==> src/rtl/cache_nway_ctrl.sv <==
// cache_nway_ctrl
//   N-way set-associative, one-word-per-line cache controller between the
//   core load/store port and a request/ack backing store. It handles one
//   request at a time (IDLE / MISS / WRITE). Replacement is round-robin per
//   set. Writes go through to the backing store and update the line on a hit.
//
// Parameters
//   WAYS   associativity (power of two, 1..8)
//   SETS   number of sets (power of two, >= 2)
//   DATA_W word width
//   ADDR_W byte address width
//
// Ports
//   clk, rst          clock; synchronous active-high reset
//   req, wr, addr,    core request; accepted on req && ready
//   wdata
//   ready             idle and able to accept
//   resp_valid, rdata one-cycle response pulse; rdata held until next pulse
//   mem_req, mem_wr,  backing-store request, held until mem_ack
//   mem_addr,
//   mem_wdata
//   mem_ack,          backing-store completion, read data valid with ack
//   mem_rdata
//   hit_cnt, miss_cnt saturating read hit/miss counters (CACHE_STATS_EN only)
//
// Build option
//   CACHE_STATS_EN    adds hit_cnt / miss_cnt outputs and counters

// One way: per-set valid/tag/data storage with a lookup port and a write port.
module cache_nway_way #(
    parameter int SETS   = 2,
    parameter int IDX_W  = 1,
    parameter int TAG_W  = 29,
    parameter int DATA_W = 32
) (
    input  logic              clk,
    input  logic              rst,
    input  logic [IDX_W-1:0]  lk_idx,
    input  logic [TAG_W-1:0]  lk_tag,
    output logic              hit,
    output logic [DATA_W-1:0] data,
    input  logic              we,
    input  logic [IDX_W-1:0]  w_idx,
    input  logic [TAG_W-1:0]  w_tag,
    input  logic [DATA_W-1:0] w_data,
    output logic              w_vld
);
    logic [SETS-1:0]             vld;
    logic [SETS-1:0][TAG_W-1:0]  tag_q;
    logic [SETS-1:0][DATA_W-1:0] data_q;

    always_ff @(posedge clk) begin
        if (rst)
            vld <= '0;
        else if (we)
            vld[w_idx] <= 1'b1;
    end

    // Tag/data need no reset; valid gates every use of them.
    always_ff @(posedge clk) begin
        if (we) begin
            tag_q[w_idx]  <= w_tag;
            data_q[w_idx] <= w_data;
        end
    end

    assign hit   = vld[lk_idx] && (tag_q[lk_idx] == lk_tag);
    assign data  = data_q[lk_idx];
    assign w_vld = vld[w_idx];
endmodule

module cache_nway_ctrl #(
    parameter int WAYS   = 4,
    parameter int SETS   = 2,
    parameter int DATA_W = 32,
    parameter int ADDR_W = 32
) (
    input  logic              clk,
    input  logic              rst,
    input  logic              req,
    input  logic              wr,
    input  logic [ADDR_W-1:0] addr,
    input  logic [DATA_W-1:0] wdata,
    output logic              ready,
    output logic              resp_valid,
    output logic [DATA_W-1:0] rdata,
    output logic              mem_req,
    output logic              mem_wr,
    output logic [ADDR_W-1:0] mem_addr,
    output logic [DATA_W-1:0] mem_wdata,
    input  logic              mem_ack,
`ifdef CACHE_STATS_EN
    input  logic [DATA_W-1:0] mem_rdata,
    output logic [31:0]       hit_cnt,
    output logic [31:0]       miss_cnt
`else
    input  logic [DATA_W-1:0] mem_rdata
`endif
);
    localparam int IDX_W = $clog2(SETS);
    localparam int TAG_W = ADDR_W - 2 - IDX_W;
    localparam int WAY_W = (WAYS > 1) ? $clog2(WAYS) : 1;

    typedef enum logic [1:0] {IDLE, MISS, WRITE} state_t;
    state_t state;

    logic [IDX_W-1:0] req_idx, fill_idx, w_idx;
    logic [TAG_W-1:0] req_tag, fill_tag, w_tag;
    logic [DATA_W-1:0] w_data;

    assign req_idx  = addr[2 +: IDX_W];
    assign req_tag  = addr[ADDR_W-1 -: TAG_W];
    // The latched line address of the outstanding miss picks the fill set.
    assign fill_idx = mem_addr[2 +: IDX_W];
    assign fill_tag = mem_addr[ADDR_W-1 -: TAG_W];

    logic unused_addr_lsb;
    assign unused_addr_lsb = ^addr[1:0];

    logic [WAYS-1:0]             way_hit, way_we, way_vld;
    logic [WAYS-1:0][DATA_W-1:0] way_data;
    logic [SETS-1:0][WAY_W-1:0]  rr;
    logic [WAY_W-1:0]            victim;
    logic                        hit_any;
    logic [DATA_W-1:0]           hit_data;
    logic                        fill_now, wr_hit_now;

    assign fill_now   = (state == MISS) && mem_ack;
    assign wr_hit_now = (state == IDLE) && req && wr;

    // Shared write port: fill from memory in MISS, write-hit update in IDLE.
    assign w_idx  = (state == MISS) ? fill_idx  : req_idx;
    assign w_tag  = (state == MISS) ? fill_tag  : req_tag;
    assign w_data = (state == MISS) ? mem_rdata : wdata;

    genvar g;
    generate
        for (g = 0; g < WAYS; g++) begin : g_way
            assign way_we[g] = (fill_now && (victim == WAY_W'(g))) ||
                               (wr_hit_now && way_hit[g]);
            cache_nway_way #(
                .SETS(SETS), .IDX_W(IDX_W), .TAG_W(TAG_W), .DATA_W(DATA_W)
            ) u_way (
                .clk   (clk),
                .rst   (rst),
                .lk_idx(req_idx),
                .lk_tag(req_tag),
                .hit   (way_hit[g]),
                .data  (way_data[g]),
                .we    (way_we[g]),
                .w_idx (w_idx),
                .w_tag (w_tag),
                .w_data(w_data),
                .w_vld (way_vld[g])
            );
        end
    endgenerate

    // At most one way can match, so an OR-mux is enough.
    always_comb begin
        hit_any  = |way_hit;
        hit_data = '0;
        for (int w = 0; w < WAYS; w++)
            if (way_hit[w]) hit_data = hit_data | way_data[w];
    end

    // Lowest invalid way in the fill set, else the set's round-robin pointer.
    always_comb begin
        logic found;
        found  = 1'b0;
        victim = rr[fill_idx];
        for (int w = 0; w < WAYS; w++) begin
            if (!found && !way_vld[w]) begin
                victim = WAY_W'(w);
                found  = 1'b1;
            end
        end
    end

    always_ff @(posedge clk) begin
        if (rst) begin
            state      <= IDLE;
            ready      <= 1'b1;
            resp_valid <= 1'b0;
            rdata      <= '0;
            mem_req    <= 1'b0;
            mem_wr     <= 1'b0;
            mem_addr   <= '0;
            mem_wdata  <= '0;
            rr         <= '0;
        end else begin
            resp_valid <= 1'b0;
            case (state)
                IDLE: begin
                    if (req) begin
                        if (!wr && hit_any) begin
                            rdata      <= hit_data;
                            resp_valid <= 1'b1;
                        end else begin
                            mem_req  <= 1'b1;
                            mem_wr   <= wr;
                            mem_addr <= {addr[ADDR_W-1:2], 2'b00};
                            ready    <= 1'b0;
                            if (wr) begin
                                mem_wdata <= wdata;
                                state     <= WRITE;
                            end else begin
                                state     <= MISS;
                            end
                        end
                    end
                end
                MISS: begin
                    if (mem_ack) begin
                        rdata      <= mem_rdata;
                        resp_valid <= 1'b1;
                        mem_req    <= 1'b0;
                        ready      <= 1'b1;
                        state      <= IDLE;
                        // Pointer only advances when a valid line is evicted.
                        if (&way_vld)
                            rr[fill_idx] <= (rr[fill_idx] == WAY_W'(WAYS - 1)) ?
                                            '0 : rr[fill_idx] + 1'b1;
                    end
                end
                WRITE: begin
                    if (mem_ack) begin
                        resp_valid <= 1'b1;
                        mem_req    <= 1'b0;
                        mem_wr     <= 1'b0;
                        ready      <= 1'b1;
                        state      <= IDLE;
                    end
                end
                default: state <= IDLE;
            endcase
        end
    end

`ifdef CACHE_STATS_EN
    always_ff @(posedge clk) begin
        if (rst) begin
            hit_cnt  <= '0;
            miss_cnt <= '0;
        end else if (state == IDLE && req && !wr) begin
            if (hit_any && hit_cnt != '1)
                hit_cnt <= hit_cnt + 1'b1;
            if (!hit_any && miss_cnt != '1)
                miss_cnt <= miss_cnt + 1'b1;
        end
    end
`endif
endmodule

==> config.mk <==
export PLATFORM = sky130hd
export DESIGN_NAME = cache_nway_ctrl
export DESIGN_NICKNAME = d
export VERILOG_FILES = /design/src/rtl/cache_nway_ctrl.sv
export SDC_FILE = /design/constraint.sdc
export NUM_CORES = 1
export LEC_CHECK = 0
export ABC_AREA = 0
export CAP_MARGIN = 10
export CORE_AREA = 2 2 250 252
export CTS_CLUSTER_DIAMETER = 60
export CTS_CLUSTER_SIZE = 40
export DETAILED_ROUTE_END_ITERATION = 8
export DIE_AREA = 0 0 252 254
export SETUP_SLACK_MARGIN = 0.4
export SLEW_MARGIN = 15
export SYNTH_ARGS = -nofsm -noshare
export SYNTH_HDL_FRONTEND = slang
export SYNTH_SLANG_ARGS = --single-unit
==> constraint.sdc <==
create_clock -name clk -period 13.87 [get_ports clk]
set_input_delay 2.774 -clock clk [delete_from_list [all_inputs] [get_ports clk]]
set_output_delay 2.774 -clock clk [all_outputs]
set_load 0.02 [all_outputs]
==> results_dict.tcl, run 1 <==
set metrics [dict create \
    status "finished clean" \
    async_flop_share_pct 0 \
    drc 0 \
    cts_max_level 2 \
    area_delta_synth_final_pct 15.6 \
    clk_pin_slew_ns 0.08 \
    multi_input_area_um2 7820 \
    num-nets-final 1941 \
    crit_type "in2reg" \
    cts_sinks 600 \
    synth_commonest_cells "edfxtp_1, mux2_2, mux2i_1, dfxtp_1, nand2_1" \
    synthXorXnorAreaFrac_pct 4.12 \
    cts_max_path_buffers 3 \
    cts_tree "done" \
    ys.flop_type "edfxtp_1" \
    vias 14400 \
    holdWs_ns 0.456 \
    finalNonFillerCells 2658 \
    r2r_cells 8 \
    dieArea_um2 64000 \
    gp_congestion 0.748 \
    max-cap-violations 0 \
    fin_util_pct 48.2 \
    ant_nets 0 \
    grt_usage_pct 18.4 \
    avgSynthCellArea_um2 15.0 \
    crit_path_end_kind "flip-flop" \
    grt_max_degree 99 \
    firstDrtPassIters 7 \
    rsz0062_at_grt "false" \
    slew_violations 0 \
    grt_pass1_wl_um 89300 \
    powerDensity_nw_per_um2 126 \
    clock_latency_ns 0.60 \
    cp-start-kind "primary input" \
    muxShareOfSynthArea_pct 14.3 \
    yosysMostFrequentCell "edfxtp_1" \
    dp_slack_ns 5.06 \
    rows 91 \
    place_inst 2583 \
    ctsResizeCount 0 \
    yosysTopAreaCell "edfxtp_1" \
    fmax_mhz 121 \
    portBuffers 196 \
    hold_class "reg2reg" \
    pin_count 201 \
    dp_hpwl_um 35800 \
    synth_cell_type_count 54 \
    netlist_instances 1701 \
    regArea_um2 16900 \
    crit_fanout 98 \
    start_util_pct 41.6 \
    p_leak_uw 0.00991 \
    cp.required_ns 14.08 \
    yosysWarnings 0 \
    wl_um 59700 \
    setup_viol 0 \
    drive_gt1_share_pct 17.7 \
    synth_edf_count 488 \
    yosysSeqAreaShare_pct 66.2 \
    fin_tns_setup_ns 0 \
    final_hold_viol_count 0 \
    timing.final.ws_setup_ns 5.63 \
    ys_top_cells_by_area "edfxtp_1, dfxtp_1, mux2_2" \
    num-fill-cells 5213 \
    syn-cell-area_um2 25500 \
    synth_top_area_share_pct 57.4 \
    period_minus_slack_ns 8.24 \
    cp.arrival_ns 8.45 \
    yosys.area_share.simple_pct 5.56 \
    r2r_slack_ns 8.94 \
    first_global_vias 14600 \
    core_um2 61300 \
    synthAdderAreaFrac_pct 0.196 \
    fp.dieH_um 254 \
    critPathLaunch "addr[2]" \
    synth_top_family_by_area "multiplexers" \
    grt_overflow 0 \
    diodes 0 \
    reg2reg_from "state[1]$_SDFFE_PP0P_" \
    synth_compound_gate_area_share_pct 6.06 \
    clockRootBuffer "clkbuf_16" \
    slew_headroom_pct 24.6 \
    ys_ff_latch 600 \
    cp-endpoint "g_way[2].u_way.tag_q[49]$_DFFE_PP_" \
    worst_slew_pin_slew_ns 1.10 \
    ir_drop_v 0.0000803 \
    hold_buffers 0 \
    via_per_inst 5.40 \
    die_w_um 252 \
    fin_skew_ns 0.0435 \
    reg2reg_to "g_way[2].u_way.tag_q[49]$_DFFE_PP_" \
    avgRoutedWirePerCell_um 22.5 \
    drt_first_iter_violations 1120 \
    postCtsSetupBuffers 0 \
    cts_buffers 41 \
    timing.final.crit_share_pct 59.4 \
    grt_antenna_before_repair 0 \
]
[per-stage QoR]
stage | power, uW | cell area, um^2
3_5_place_dp | 2440 | 28000
4_1_cts | 3770 | 29500
6_report | 3730 | 29500
2_1_floorplan | 2290 | 25500
5_1_grt | 3860 | 29500
3_3_place_gp | 2430 | 28000
[where the power goes]
part	internal, uW	switching, uW
clock	632	705
combinational	154	222
sequential	2000	15.2
[per-layer routing]
metal	share of wire [%]	GRT usage [%]	up-vias
li1	-	-	6675
met1	45	24.9	7313
met2	50	31.5	315
met3	4.2	2.37	62
met4	1.7	4.38	0
met5	0	0	-
[cell usage in the layout, fill, tap and decap left out, drive strengths merged, types with 18 or more instances in the layout]
| cell | instances |
|---|---|
| edfxtp | 488 |
| clkdlybuf4s50 | 194 |
| mux2 | 190 |
| mux2i | 151 |
| dfxtp | 112 |
| nand2 | 88 |
| xor2 | 77 |
| a21oi | 76 |
| nand2b | 65 |
| inv | 59 |
| clkbuf | 44 |
| xnor2 | 43 |
| o21ai | 36 |
| a222oi | 32 |
| a221o | 32 |
| nand4b | 30 |
| buf | 25 |
| nor2 | 21 |
| nand4 | 18 |
[sequential cells by signal (all words and copies together) (netlist names)]
register            flops
g_way.u_way.data_q    256
g_way.u_way.tag_q     232
mem_wdata              32
rdata                  32
mem_addr               30
g_way.u_way.vld         8
rr                      4
state                   2
mem_req                 1
mem_wr                  1
ready                   1
resp_valid              1
[worst min-delay path by stage]
stage	startpoint	cells after the start	endpoint
final	mem_wdata[19]$_SDFFE_PP0P_	2	mem_wdata[19]$_SDFFE_PP0P_
after global placement	mem_wdata[1]$_SDFFE_PP0P_	2	mem_wdata[1]$_SDFFE_PP0P_
after floorplan	g_way[2].u_way.vld[0]$_SDFFE_PP0N_	2	g_way[2].u_way.vld[0]$_SDFFE_PP0N_
after CTS	mem_wdata[19]$_SDFFE_PP0P_	2	mem_wdata[19]$_SDFFE_PP0P_
after detailed placement	mem_wdata[19]$_SDFFE_PP0P_	2	mem_wdata[19]$_SDFFE_PP0P_
after global routing	mem_wdata[13]$_SDFFE_PP0P_	2	mem_wdata[13]$_SDFFE_PP0P_
[kinds of logic after synthesis]
group                      Yosys count
DFF                                600
muxes                              341
and+or+nand+nor                    257
AOI/OAI and AO/OA                  205
buffers and inverters              173
xor gates and xnor gates           120
adders and majority gates            4
other                                1
[cell type report]
type / instances / area share [%]
repair buffers: 219 / 7.24
multi-input cells: 929 / 26.5
clock buffers: 44 / 3.62
inverters: 45 / 0.573
well taps: 790 / 3.35
clock inverters: 31 / 1.43
flip-flops and latches: 600 / 57.3
[critical path, cell delays in order]
cell     delay (ns)
buf_8          0.64
buf_4          0.91
mux2i_1        0.30
xor2_1         0.27
nand4_1        0.19
nor4_1         0.67
and2_1         0.22
buf_4          0.51
a21oi_1        0.28
nor2_4         0.87
buf_4          0.69
Note: power is estimated with default switching activity, not from simulation.
==> inputs of run 2 (changes only) <==
==> constraint.sdc (replaced) <==
create_clock -name clk -period 7.55 [get_ports clk]
set_input_delay 1.51 -clock clk [delete_from_list [all_inputs] [get_ports clk]]
set_output_delay 1.51 -clock clk [all_outputs]
set_load 0.02 [all_outputs]
==> run 2 against run 1 <==
Net effect: global-route usage about the same; combinational power up 84%; cell area up 0.22%; flip-flop and latch count unchanged; critical endpoint is now g_way[2].u_way.data_q[33]$_DFFE_PP_.
==> results_dict.tcl, run 2 (same netlist as run 1, synthesis figures left out) <==
set metrics [dict create \
    status "finished clean" \
    setup_viol 0 \
    timing.final.crit_share_pct 72.9 \
    max-cap-violations 0 \
    via_per_inst 5.40 \
    clockRootBuffer "clkbuf_16" \
    largest_register_ffs 256 \
    fin_skew_ns 0.0434 \
    drc 0 \
    ant_nets 0 \
    num-fill-cells 5257 \
    firstDrtPassIters 8 \
    cts_max_level 2 \
    cts_tree "done" \
    grt_overflow 0 \
    slew_violations 0 \
    vias 14400 \
    slew_headroom_pct 26.9 \
    avgRoutedWirePerCell_um 22.4 \
    cp.arrival_ns 5.70 \
    grt_usage_pct 18.4 \
    crit_type "in2reg" \
    ir_drop_v 0.000135 \
    fin_area_um2 29600 \
    drive_gt1_share_pct 18.1 \
    cts_max_path_buffers 3 \
    clock_latency_ns 0.60 \
    rows 91 \
    final_hold_viol_count 0 \
    hold_class "reg2reg" \
    regMostFlops "g_way.u_way.data_q" \
    worst_slew_pin_slew_ns 1.10 \
    fin_total_pwr_uw 6790 \
    fp.dieH_um 254 \
    first_global_vias 14300 \
    powerDensity_nw_per_um2 230 \
    cts_buffers 40 \
    mostFrequentLayoutCells "edfxtp_1, clkdlybuf4s50_1, mux2_2" \
    rsz0062_at_grt "false" \
    grt_antenna_before_repair 0 \
    drt_first_iter_violations 1090 \
    hold_buffers 0 \
    grt_max_degree 93 \
    cp-start-kind "primary input" \
    largestRegisters "g_way.u_way.data_q: 256 flops, g_way.u_way.tag_q: 232 flops" \
    dpl_cell_area_um2 28100 \
    p_leak_uw 0.00995 \
    pin_count 201 \
    diodes 0 \
    num-nets-final 1953 \
    layout_commonest_cell "edfxtp_1" \
    holdWs_ns 0.456 \
    ctsResizeCount 0 \
    timing.final.ws_setup_ns 2.05 \
    grt_pass1_wl_um 89300 \
    wl_um 59800 \
    fin_tns_setup_ns 0 \
    area_delta_synth_final_pct 15.9 \
    gp_congestion 0.748 \
    dieArea_um2 64000 \
    start_util_pct 41.6 \
    cts_sinks 600 \
    portBuffers 196 \
    die_w_um 252 \
    fmax_mhz 182 \
    period_minus_slack_ns 5.50 \
    clk_pin_slew_ns 0.08 \
    core_um2 61300 \
    r2r_slack_ns 3.44 \
    crit_path_end_kind "flip-flop" \
    cp.required_ns 7.75 \
    postCtsSetupBuffers 0 \
    dp_hpwl_um 36400 \
    dp_slack_ns 1.49 \
    crit_fanout 86 \
]
run 2: changes by cell type in the layout (fill, tap and decap cells not counted), moves of 2 or more:
cell / previous run / this run
inv_8: 9 / 4
clkinv_8: 12 / 9
buf_4: 24 / 36
clkinvlp_4: 1 / 3
inv_6: 2 / 6
run 2: worst paths after layout:
check                                                start                                  end  cells after the start
worst max-delay path                               addr[2]  g_way[2].u_way.data_q[33]$_DFFE_PP_                     10
worst min-delay path            mem_wdata[18]$_SDFFE_PP0P_           mem_wdata[18]$_SDFFE_PP0P_                      2
worst max register to register       state[1]$_SDFFE_PP0P_    g_way[3].u_way.tag_q[7]$_DFFE_PP_                     10
worst min register to register  mem_wdata[18]$_SDFFE_PP0P_           mem_wdata[18]$_SDFFE_PP0P_                      2
run 2: cell type report:
cell class	instances	area [um^2]	share of cell area, %
repair buffers	232	2250	7.60
flip-flops and latches	600	16900	57.2
clock inverters	29	364	1.23
well taps	790	988	3.34
multi-input cells	929	7820	26.4
clock buffers	45	1080	3.66
inverters	45	169	0.571
run 2: worst max-delay path, cell delays in order:
cell and delay (ns):
buf_8 0.59, buf_4 0.62, mux2i_1 0.31, xor2_1 0.17, nand2_1 0.09, nor4_1 0.73, and2_1 0.64, a21oi_1 0.28
nor2_4 0.14, buf_4 0.49
run 2: per-stage QoR:
| stage | utilization (%) | std cells |
|---|---|---|
| after detailed placement | 45.9 | 2596 |
| final | 48.3 | 2670 |
| after CTS | 48.3 | 2670 |
| after floorplan | - | 1702 |
| after global routing | 48.3 | 2670 |
| after global placement | 45.9 | 2596 |
run 2: where the power goes:
group | total [uW] | internal (uW) | leakage [uW] | switching [uW]
Sequential | 3700 | 3670 | 0.00531 | 27.9
Combinational | 692 | 285 | 0.00395 | 407
Clock | 2400 | 1130 | 0.000693 | 1270
run 2: metal layers:
layer,up-vias,global-route usage (%),share of wire (%)
li1,6684,-,-
met1,7391,25.1,45
met2,291,31.5,50
met3,55,2.46,3.8
met4,0,3.80,1.5
met5,-,0,0
==> inputs of run 3 (changes only) <==
==> constraint.sdc (replaced) <==
create_clock -name clk -period 5.4 [get_ports clk]
set_input_delay 1.08 -clock clk [delete_from_list [all_inputs] [get_ports clk]]
set_output_delay 1.08 -clock clk [all_outputs]
set_load 0.02 [all_outputs]
==> run 3 against run 2 <==
Net effect: cell area up 0.97%; routed wire length increased by 2.1%; via count grew 1.0%; sequential share of layout area is 0.55 points lower; largest cell class unchanged; final cell count grew 0.49%; clock skew fell by 0.0015 ns; clock power increased by 44%; total power up 42%; non-clock buffer count up 11; sequential power increased by 40%; worst setup slack got worse by 0.74 ns.
==> results_dict.tcl, run 3 (same netlist as run 1, synthesis figures left out) <==
set metrics [dict create \
    hold_buffers 0 \
    powerDensity_nw_per_um2 322 \
    crit_fanout 54 \
    crit_chain "buf_8 -> buf_4 -> mux2i_1 -> xnor2_1 -> nor4_1 -> and4_1 -> buf_4 -> a222oi_1 -> a221o_1 -> mux2i_1" \
    grt_pass1_wl_um 90600 \
    ant_nets 0 \
    wl_um 61100 \
    cp-start-kind "primary input" \
    core_um2 61300 \
    firstDrtPassIters 5 \
    cp_slowest_cell "buf_4" \
    slew_headroom_pct 34.3 \
    cp.required_ns 5.91 \
    setup_viol 0 \
    dp_hpwl_um 36700 \
    timing.final.crit_share_pct 75.8 \
    rsz0062_at_grt "false" \
    top_usage_layer "met2" \
    drive_gt1_share_pct 18.7 \
    drc 0 \
    hold_class "reg2reg" \
    num-fill-cells 5200 \
    via_per_inst 5.43 \
    p_sw_share_pct 25.1 \
    pin_count 201 \
    internal-power_uw 7200 \
    holdWs_ns 0.455 \
    p_switching_uw 2410 \
    fin_total_pwr_uw 9620 \
    power_frac_seq_pct 53.9 \
    final_hold_viol_count 0 \
    slowest_delay_ns 0.59 \
    largestRegisters "g_way.u_way.data_q: 256 flops, g_way.u_way.tag_q: 232 flops" \
    met2_usage_pct 30.5 \
    crit_type "in2reg" \
    rows 91 \
    fin_skew_ns 0.0419 \
    clockRootBuffer "clkbuf_16" \
    cts_sinks 600 \
    gp_congestion 0.740 \
    r2r_cells 9 \
    regArea_um2 16900 \
    p_clk_share_pct 35.9 \
    layout_commonest_cell "edfxtp_1" \
    slew_violations 0 \
    cts_max_path_buffers 3 \
    worst_slew_pin_slew_ns 0.986 \
    clock_latency_ns 0.61 \
    drt_first_iter_violations 1019 \
    grt_max_degree 77 \
    cts_tree "done" \
    ir_drop_v 0.000187 \
    multi_input_area_um2 7820 \
    die_w_um 252 \
    first_global_vias 14500 \
    clk_pin_slew_ns 0.09 \
    ctsResizeCount 0 \
    crit_path_end_kind "flip-flop" \
    grt_usage_pct 18.7 \
    max-cap-violations 0 \
    vias 14600 \
    fin_area_um2 29900 \
    mostFrequentLayoutCells "edfxtp_1, clkdlybuf4s50_1, mux2_2" \
    min_path_cells 2 \
    dpl_cell_area_um2 28300 \
    fp.dieH_um 254 \
    cts_buffers 41 \
    start_util_pct 41.6 \
    area_delta_synth_final_pct 17.0 \
    avgRoutedWirePerCell_um 22.8 \
    num-nets-final 1965 \
    cp.arrival_ns 4.61 \
    status "finished clean" \
    dieArea_um2 64000 \
    global_route.usage.met3_pct 2.75 \
    combPwrFrac_pct 10.2 \
    grtUsageMet1_pct 26.5 \
    largest_register_ffs 256 \
    grt_antenna_before_repair 3 \
    diodes 0 \
    period_minus_slack_ns 4.10 \
    fmax_mhz 244 \
    postCtsSetupBuffers 0 \
    regMostFlops "g_way.u_way.data_q" \
    cts_max_level 2 \
    fin_tns_setup_ns 0 \
    grt_overflow 0 \
    p_leak_uw 0.0101 \
    portBuffers 196 \
]
run 3: changes by cell type in the layout (fill, tap and decap cells not counted), moves of 2 or more:
cell,change
inv_6,-4
bufinv_16,+2
buf_12,+11
clkbuf_1,+2
inv_12,+2
run 3: path summary, 6_finish.rpt:
check | startpoint | slack (ns) | end
max | addr[2] | 1.30 | rdata[19]$_SDFFE_PP0P_
min reg2reg | mem_wdata[29]$_SDFFE_PP0P_ | 0.45 | mem_wdata[29]$_SDFFE_PP0P_
min | mem_wdata[29]$_SDFFE_PP0P_ | 0.45 | mem_wdata[29]$_SDFFE_PP0P_
max reg2reg | g_way[3].u_way.tag_q[43]$_DFFE_PP_ | 2.06 | rdata[19]$_SDFFE_PP0P_
run 3: worst max-delay path, delay by kind of cell:
| kind | cells | cell delay, ns |
|---|---|---|
| AO/OA/AOI/OAI | 2 | 0.57 |
| XOR/XNOR | 1 | 0.09 |
| buffers and inverters | 3 | 1.45 |
| multiplexers | 2 | 0.41 |
| AND/OR/NAND/NOR | 2 | 0.92 |
run 3: routing by layer:
metal | part of all wire (%) | wire length, um
met1 | 45 | 27800
met2 | 48 | 29300
met3 | 4.7 | 2880
met4 | 1.8 | 1090
met5 | 0.041 | 25
run 3: per-stage QoR:
stage | worst slack, ns | util [%] | cells
after floorplan | -0.463 | - | 1702
after global placement | 0.662 | 46.3 | 2607
after detailed placement | 0.633 | 46.3 | 2607
after CTS | 1.26 | 48.7 | 2683
after global routing | 1.10 | 48.7 | 2683
final | 1.30 | 48.7 | 2683
run 3: area by class of cell:
cell class	count	area share [%]
timing repair buffer	243	8.27
inverter	45	0.566
clock inverter	30	1.49
multi-input combinational	929	26.2
sequential	600	56.6
clock buffer	46	3.57
tap	790	3.31
run 3: power groups by stage:
| stage | registers [uW] | logic (uW) | clock network (uW) |
|---|---|---|---|
| floorplan | 5330 | 560 | 0 |
| global placement | 5280 | 970 | 0 |
| detailed placement | 5280 | 985 | 0 |
| CTS | 5180 | 990 | 3550 |
| global route | 5190 | 1060 | 3710 |
| finish | 5180 | 981 | 3460 |
